$ cat src/rtl/keypad_if.sv
`default_nettype none
// ============================================================================
// keypad_if : row/col/strobe inputs and decoded key outputs of the keypad
// Rev 1.0
// ============================================================================
interface keypad_if #(
  parameter int KEY_ROW = 4,
  parameter int KEY_COL = 4
) ();
  logic [KEY_ROW-1:0] row;
  logic [KEY_COL-1:0] col;
  logic               key_in;
  logic [KEY_ROW-1:0] key;
  logic               valid;

  modport master (output row, output col, output key_in, input key, input valid);
  modport slave  (input row, input col, input key_in, output key, output valid);
endinterface
`default_nettype wire

$ cat src/rtl/keypad.sv
`default_nettype none
// ============================================================================
// keypad : debounced 4x4 matrix keypad decoder with registered key/valid
// Rev 1.0
// ============================================================================
module keypad #(
  parameter int KEY_ROW      = 4,
  parameter int KEY_COL      = 4,
  parameter int DEBOUNCE_CYC = 2
) (
  input  wire logic clk,
  input  wire logic rst,
  keypad_if.slave   bus_io
);

  localparam int CNT_W = (DEBOUNCE_CYC < 2) ? 1 : $clog2(DEBOUNCE_CYC + 1);
  localparam logic [CNT_W-1:0] C_CNT_ONE    = CNT_W'(1);
  localparam logic [CNT_W-1:0] C_CNT_COMMIT = CNT_W'(DEBOUNCE_CYC);

  typedef enum logic [1:0] {
    S_IDLE     = 2'd0,
    S_DEBOUNCE = 2'd1,
    S_PRESSED  = 2'd2
  } state_e;

  state_e             state_q, state_d;
  logic [CNT_W-1:0]   cnt_q, cnt_d;
  logic [KEY_ROW-1:0] row_q, row_d;
  logic [KEY_COL-1:0] col_q, col_d;
  logic [KEY_ROW-1:0] key_q, key_d;
  logic               valid_q, valid_d;

  logic [1:0]         w_row_idx;
  logic [1:0]         w_col_idx;
  logic               w_legal;
  logic [3:0]         w_code;
  logic [CNT_W-1:0]   w_cnt_inc;
  logic               w_commit;

  assign w_legal   = $onehot(bus_io.row) && $onehot(bus_io.col);
  assign w_cnt_inc = cnt_q + C_CNT_ONE;

  always_comb begin
    w_row_idx = 2'd0;
    w_col_idx = 2'd0;
    for (int i = 0; i < KEY_ROW; i++) begin
      if (bus_io.row[i]) w_row_idx = i[1:0];
    end
    for (int j = 0; j < KEY_COL; j++) begin
      if (bus_io.col[j]) w_col_idx = j[1:0];
    end
  end

  // Layout: 1 2 3 + / 4 5 6 - / 7 8 9 * / 0 C = /
  always_comb begin
    w_code = 4'd0;
    unique case ({w_row_idx, w_col_idx})
      4'b00_00: w_code = 4'd1;
      4'b00_01: w_code = 4'd2;
      4'b00_10: w_code = 4'd3;
      4'b00_11: w_code = 4'd10;
      4'b01_00: w_code = 4'd4;
      4'b01_01: w_code = 4'd5;
      4'b01_10: w_code = 4'd6;
      4'b01_11: w_code = 4'd11;
      4'b10_00: w_code = 4'd7;
      4'b10_01: w_code = 4'd8;
      4'b10_10: w_code = 4'd9;
      4'b10_11: w_code = 4'd12;
      4'b11_00: w_code = 4'd0;
      4'b11_01: w_code = 4'd14;
      4'b11_10: w_code = 4'd15;
      4'b11_11: w_code = 4'd13;
      default:  w_code = 4'd0;
    endcase
  end

  always_comb begin
    state_d  = state_q;
    cnt_d    = cnt_q;
    row_d    = row_q;
    col_d    = col_q;
    key_d    = key_q;
    valid_d  = valid_q;
    w_commit = 1'b0;

    unique case (state_q)
      S_IDLE: begin
        if (bus_io.key_in) begin
          row_d = bus_io.row;
          col_d = bus_io.col;
          cnt_d = C_CNT_ONE;
          if (DEBOUNCE_CYC == 1) begin
            w_commit = 1'b1;
            state_d  = S_PRESSED;
          end else begin
            state_d  = S_DEBOUNCE;
          end
        end
      end
      S_DEBOUNCE: begin
        if (!bus_io.key_in) begin
          cnt_d   = '0;
          state_d = S_IDLE;
        end else if ((bus_io.row != row_q) || (bus_io.col != col_q)) begin
          row_d = bus_io.row;
          col_d = bus_io.col;
          cnt_d = C_CNT_ONE;
        end else begin
          cnt_d = w_cnt_inc;
          if (w_cnt_inc == C_CNT_COMMIT) begin
            w_commit = 1'b1;
            state_d  = S_PRESSED;
          end
        end
      end
      S_PRESSED: begin
        // Only release matters here; one commit per press.
        if (!bus_io.key_in) begin
          cnt_d   = '0;
          state_d = S_IDLE;
        end
      end
      default: begin
        cnt_d   = '0;
        state_d = S_IDLE;
      end
    endcase

    // Inputs equal the captured value on any commit edge, so decode them directly.
    if (w_commit) begin
      key_d   = w_legal ? KEY_ROW'(w_code) : '0;
      valid_d = w_legal;
    end
  end

  always_ff @(posedge clk) begin
    if (rst) begin
      state_q <= S_IDLE;
      cnt_q   <= '0;
      row_q   <= '0;
      col_q   <= '0;
      key_q   <= '0;
      valid_q <= 1'b0;
    end else begin
      state_q <= state_d;
      cnt_q   <= cnt_d;
      row_q   <= row_d;
      col_q   <= col_d;
      key_q   <= key_d;
      valid_q <= valid_d;
    end
  end

  assign bus_io.key   = key_q;
  assign bus_io.valid = valid_q;

endmodule
`default_nettype wire

$ cat src/flat_wrapper.sv
// flat-port wrapper written by rule: the top's interface ports become plain ports
module keypad_flat 
#(
  parameter int KEY_ROW      = 4,
  parameter int KEY_COL      = 4,
  parameter int DEBOUNCE_CYC = 2
)
  (clk, rst, bus_io_row, bus_io_col, bus_io_key_in, bus_io_key, bus_io_valid);
  keypad_if #(.KEY_ROW(KEY_ROW), .KEY_COL(KEY_COL)) bus_io_i ();
  input  wire logic clk;
  input  wire logic rst;
  input wire logic [$bits(bus_io_i.row)-1:0] bus_io_row;
  input wire logic [$bits(bus_io_i.col)-1:0] bus_io_col;
  input wire logic [$bits(bus_io_i.key_in)-1:0] bus_io_key_in;
  output wire logic [$bits(bus_io_i.key)-1:0] bus_io_key;
  output wire logic [$bits(bus_io_i.valid)-1:0] bus_io_valid;
  assign bus_io_i.row = bus_io_row;
  assign bus_io_i.col = bus_io_col;
  assign bus_io_i.key_in = bus_io_key_in;
  assign bus_io_key = bus_io_i.key;
  assign bus_io_valid = bus_io_i.valid;
  keypad #(.KEY_ROW(KEY_ROW), .KEY_COL(KEY_COL), .DEBOUNCE_CYC(DEBOUNCE_CYC)) u_core (.clk(clk), .rst(rst), .bus_io(bus_io_i));
endmodule
$ cat config.mk
export PLATFORM = sky130hd
export DESIGN_NAME = keypad_flat
export DESIGN_NICKNAME = d
export VERILOG_FILES = /design/src/rtl/keypad_if.sv /design/src/rtl/keypad.sv /design/src/flat_wrapper.sv
export SDC_FILE = /design/constraint.sdc
export NUM_CORES = 1
export LEC_CHECK = 0
export CAP_MARGIN = 25
export CORE_ASPECT_RATIO = 0.9
export CORE_MARGIN = 2
export CORE_UTILIZATION = 50
export CTS_CLUSTER_SIZE = 14
export DETAILED_ROUTE_END_ITERATION = 8
export GPL_TIMING_DRIVEN = 0
export PLACE_DENSITY_LB_ADDON = 0.08
export RECOVER_POWER = 50
export SYNTH_ARGS = -nofsm -noshare
export SYNTH_HDL_FRONTEND = slang
export SYNTH_SLANG_ARGS = --single-unit
$ cat constraint.sdc
create_clock -name clk -period 2.3 [get_ports clk]
set_input_delay 0.345 -clock clk [delete_from_list [all_inputs] [get_ports clk]]
set_output_delay 0.345 -clock clk [all_outputs]
set_load 0.01 [all_outputs]
; Yosys cells after proc, flatten, opt, wreduce, memory -nomap -nowiden
; Memories as Yosys holds them, arrays and structs flattened.
; Cells that the tools add are included.
[totals]
output_inout_bits = 5
ramBits = 0
latchBits = 0
ff_bits = 17
mem_count = 1
rom_bits = 64
word_cells = 62
[op_classes]
bitwise = 0
reduce_logical = 7
shift = 0
multipliers = 0
magnitude_cmp = 0
div_mod_pow = 0
addsub = 7
eq_ne = 13
n_mux = 28
[mem_list]
columns = memory, depth, width, rd, rd_ports_with_merged_regs, wr, line_no
row1 = (no name shown), 16, 4, 1, 0, 0, keypad.sv:57  ; unique case ({w_row_idx, w_col_idx})
[ops]
columns = op, count
row1 = $mux W4, 7
row2 = $mux W2, 11
row3 = $pmux W4 S2, 2
row4 = $pmux W2 S3, 2
row5 = $add A1 B1 Y2, 4
row6 = $ne A4 B4 Y1, 2
row7 = $reduce_and A4 Y1, 2
row8 = $add A3 B3 Y3, 2
row9 = $eq A3 B1 Y1 const B, 2
row10 = $mux W1, 6
row11 = $ne A2 B2 Y1 const B, 3
row12 = $eq A2 B2 Y1 const B, 2
row13 = $ne A3 B2 Y1 const B, 1
row14 = $ne A3 B3 Y1 const B, 1
row15 = $add A2 B1 Y2 const B, 1
row16 = $eq A2 B1 Y1 const B, 1
row17 = $logic_not A2 Y1, 1
row18 = $ne A2 B1 Y1 const B, 1
row19 = $reduce_and A2 Y1, 1
row20 = $reduce_bool A2 Y1, 1
row21 = $logic_and A1 B1 Y1, 1
row22 = $logic_or A1 B1 Y1, 1

; Longest topological paths before layout
[depth]
depth_word = 6
ltp_mapped = 8
mapped_depth_nobuf = 8

; Worst setup path before layout
; Ideal clock, no wire load.
[synth_path]
path_type = input to register
start = input bus_io_col[2]
end = register u_core.key_q[1] (netlist: u_core.bus_io.key[1])
stages = 8
arrival_time_ns = 2.053
path_slack_ns = 0.160
cell_sequence = inv_1 > ha_1 > ha_1 > fa_1 > nor4b_1 > nand3b_1 > nand2b_1 > o31ai_1
[synth_via]
elab_chain_cells = 5
elab_cells_between_ends = 13
classes_between = 2 x add/sub / 2 x eq/ne / 6 x mux / 2 x reduce/logical / 1 x memory
[synth_rtl]
columns = item, line_no
row1 = start: declaration, flat_wrapper.sv:13  ; input wire logic [$bits(bus_io_i.col)-1:0] bus_io_col;
row2 = $add A1 B1 Y2 (not written as such) / $ne A4 B4 Y1 (equally long branches), "keypad.sv:40, keypad.sv:105"
row3 = $add A3 B3 Y3 (not written as such) / $logic_or A1 B1 Y1 (equally long branches), "keypad.sv:40, keypad.sv:105"
row4 = $eq A3 B1 Y1 / $mux W1 (equally long branches), "keypad.sv:40, keypad.sv:105"
row5 = $logic_and A1 B1 Y1 / $mux W1 (equally long branches), "keypad.sv:40, keypad.sv:102"
row6 = $mux W4 / $mux W1 (equally long branches), "keypad.sv:132, keypad.sv:87"
row7 = end signal: assignment, keypad.sv:150  ; key_q <= key_d;
row8 = end: declaration, keypad.sv:30  ; logic [KEY_ROW-1:0] key_q, key_d;
; Parallel ways exist; a longest one is shown, timed or not.
; A chain may end at the register's enable or synchronous reset.

; Worst setup path after layout
[layout_path]
start = input bus_io_col[2]
end = register u_core.key_q[2] (netlist: u_core.bus_io.key[2])
; Same word-level chain as after synthesis.

==> summary.md <==
| Metric | Value |
|---|---|
| CTS tree | done |
| Share of cells above drive strength 1 | 14.84% |
| Post-Place Cells | around 200 |
| Max_cap viols | 0 |
| Routed vias | between 1000 and 1500 |
| FF-to-FF Start | u_core.row_q[0] |
| Worst Setup SP | bus_io_col[2] |
| Clock sinks | 17 |
| Crit-path max FO | 4 |
| Outcome | finished clean |
| Slew margin rel. | around 66% |
| Post-DP HPWL | between 2000 and 3000 um |
| # rows | 17 |
| Switching Power | approximately 0.24 mW |
| Fillers | around 240 |
| Internal Power | about 0.46 mW |
| Slew @ Worst Pin | a little over 0.5 ns |
| Post-synth EDFFs | 0 |
| DR vias/cell | slightly above 6 |
| H-tree levels | 1 |
| Nets@finish | 209 |
| Clock Pin Slew Worst Setup and Hold Paths | 0.12 ns |
| Total GRT Usage | a little under a quarter |
| Commonest non-fill, non-tap cell in the layout | dfxtp_1 |
| DP Area | between 0.0015 and 0.002 mm^2 |
| CTS root buf | clkbuf_4 |
| RSZ-0062 raised after global routing | no |
| Drt wl/cell | around 15 um |
| Logic pwr share | 29.0% |
| Worst min path class | register to register |
| Fmax | 450.8 MHz |
| DRT iter0 DRCs | between 40 and 50 |
| Final core occ | a little over three fifths |
| Mapped Cells | 162 |
| Fin cells | 210 |
| Synthesized area | around 0.0014 mm^2 |
| Clk_lat worst skew | around 0.30 ns |
| Core area | roughly 0.0025 mm^2 |
| Pleak | 0.6247 nW |
| Switching share of power | between 30 and 40% |
| Pwr dens | roughly 440 mW/mm^2 |
| Final Power | around 0.70 mW |
| Storage element area | between 300 and 400 um^2 |
| Yosys warns | 0 |
| Largest net degree at the start of global routing | 11 |
| GPL Wtd Cong | 0.8486 |
| Syn avg cell area | roughly 8.4 um^2 |
| Data arrival time of the critical path | 2.46 ns |
| P&R area growth vs syn | 15.72% |
| Design Area, Final | 0.001584 mm^2 |
| CP Class | primary input to register |
| Met2 Wirelength | approximately 1600 um |
| Vias in the first global route | between 1000 and 1500 |
| Initial Utilization | a little over half |
| Setup Skew | 0.009352 ns |
| Router iterations before antenna repair | 4 |
| Post-synth top flop | dfxtp_1 |
| Final period util | 96.45% |
| Grt ovf | 0 |
| IO buf count | 15 |
| CP Capture Type | register |
| Max Buffers Root-to-Sink | 2 |
| Hold path startpoint | u_core.bus_io.key[2] |
| CTS buffer count | 3 |
| Worst IR Drop VDD | approximately 0.26 mV |
| Startpoint types | primary input |
| Worst EP required | 2.54 ns |
| Clock power share | 24.2% |
| Routed WL | 3236 um |
| Initial antenna violation count | 0 |
| Width of the die | between 50 and 60 um |
| Asr flop ratio synth | 0% |
| IO Pins | 16 |
| Synth unique cells | 38 |
| Count of pins over their slew limit | 0 |
| Seq/Total Area, Yosys | between 20% and 30% |
| Post-Syn Nets | around 190 |
| Fin crit period | 2.218 ns |
| #FFs+latches synth | 17 |
| Hold depth | 2 |
| Remaining DRCs | 0 |
| First-pass GRT wire length | 5637 um |
| Final Hold Vio Count | 0 |
| DR top layer | met4 |
| N_diodes | 0 |
| Sequential power share | 46.8% |
| Wire length on met1 | approximately 1500 um |
| Most frequent cells in the layout | dfxtp_1 (17), nand2_1 (12), nand3_1 (12), ha_1 (12), inv_1 (11) |
| Die outline area | 0.003173 mm^2 |
| Die height | 53.64 um |
| Cts hold-fix bufs | 0 |
| Post-DRT Antenna Nets | 0 |
| Multi-input gate area | 947.2 um^2 |
| Worst Reg-to-Reg Cells | 5 |
| Setup Viol. Count Final | 0 |
| Met3 wire len | around 120 um |
-- area by class of cell --
type	instances	share of cell area, %
buffer	10	2.923
timing repair buffer	16	8.768
clock inverter	1	0.3160
multi-input combinational	122	59.79
inverter	13	3.081
tap	28	2.212
clock buffer	3	1.422
sequential	17	21.48
-- kinds of logic (layout without fill, tap and decap cells) --
family	after synthesis	count (layout)	share of synthesized area, %
flops	17	17	24.86
xor+xnor	8	8	5.119
simple gates	62	62	26.78
compound gates	31	31	15.82
mux	6	6	5.667
fa+ha+maj	15	15	14.81
buf+inv	23	43	6.947
-- routing by layer --
metal  vias up  global-route usage [%]
met1       607                   29.81
li1        644                       -
met4         0                   7.576
met2        27                   39.81
met3         4                   4.327
met5         -                       0
-- cell usage after synthesis (2+ instances only) --
library cell,instances,area (um^2)
a21oi_1,4,20.02
a32oi_1,8,70.07
clkbuf_1,8,30.03
dfxtp_1,17,340.3
fa_1,2,40.04
ha_1,13,162.7
inv_1,13,48.80
mux2i_1,4,40.04
nand2_1,12,45.04
nand2b_1,4,25.02
nand3_1,12,60.06
nand4_1,2,12.51
nor2_1,2,7.510
nor2b_1,4,25.02
nor3_1,7,35.03
nor3b_1,4,30.03
o21ai_0,8,40.04
o311ai_0,3,26.28
o31ai_1,2,15.01
or4_1,2,15.01
or4_2,7,61.31
xnor2_1,8,70.07
-- through the flow --
stage          TNS (ns)  worst slack (ns)  hold slack, ns
2_1_floorplan         0            0.1604          0.4823
3_3_place_gp     -2.976           -0.6711          0.4475
3_5_place_dp     -3.343           -0.7531          0.4598
4_1_cts               0           0.02079          0.4764
5_1_grt               0          0.004771          0.4809
6_report              0           0.08162          0.4685
-- power by group through the flow --
stage	registers [mW]	clock network, mW	logic (mW)
2_1_floorplan	0.330	0	0.134
3_3_place_gp	0.332	0	0.193
3_5_place_dp	0.333	0	0.198
4_1_cts	0.327	0.176	0.202
5_1_grt	0.329	0.185	0.232
6_report	0.327	0.169	0.203
-- worst paths after layout --
kind / endpoint / slack [ns]
max: u_core.bus_io.key[2] / 0.08
min: u_core.bus_io.key[2] / 0.47
max reg2reg: u_core.bus_io.key[3] / 0.49
min reg2reg: u_core.bus_io.key[2] / 0.47
-- worst max-delay path, cell delays in order --
cell,delay (ns)
buf_2,0.13
inv_2,0.06
ha_1,0.30
ha_2,0.19
fa_1,0.49
nor4b_2,0.30
nand3b_1,0.15
buf_4,0.17
a211o_1,0.21
mux2i_1,0.12
-- registers in the layout, summed over array words and instances (netlist names) --
register,flops
u_core.bus_io.key,4
u_core.col_q,4
u_core.row_q,4
u_core.cnt_q,2
u_core.state_q,2
u_core.bus_io.valid,1
-- timing repair --
action / CTS / global route
pin swaps: 2 / 5
resized for setup: 15 / 12
setup endpoints to repair: 5 / 4
hold endpoints to repair: 0 / 0
setup buffers: 1 / 0
(Power assumes the default switching activity.)
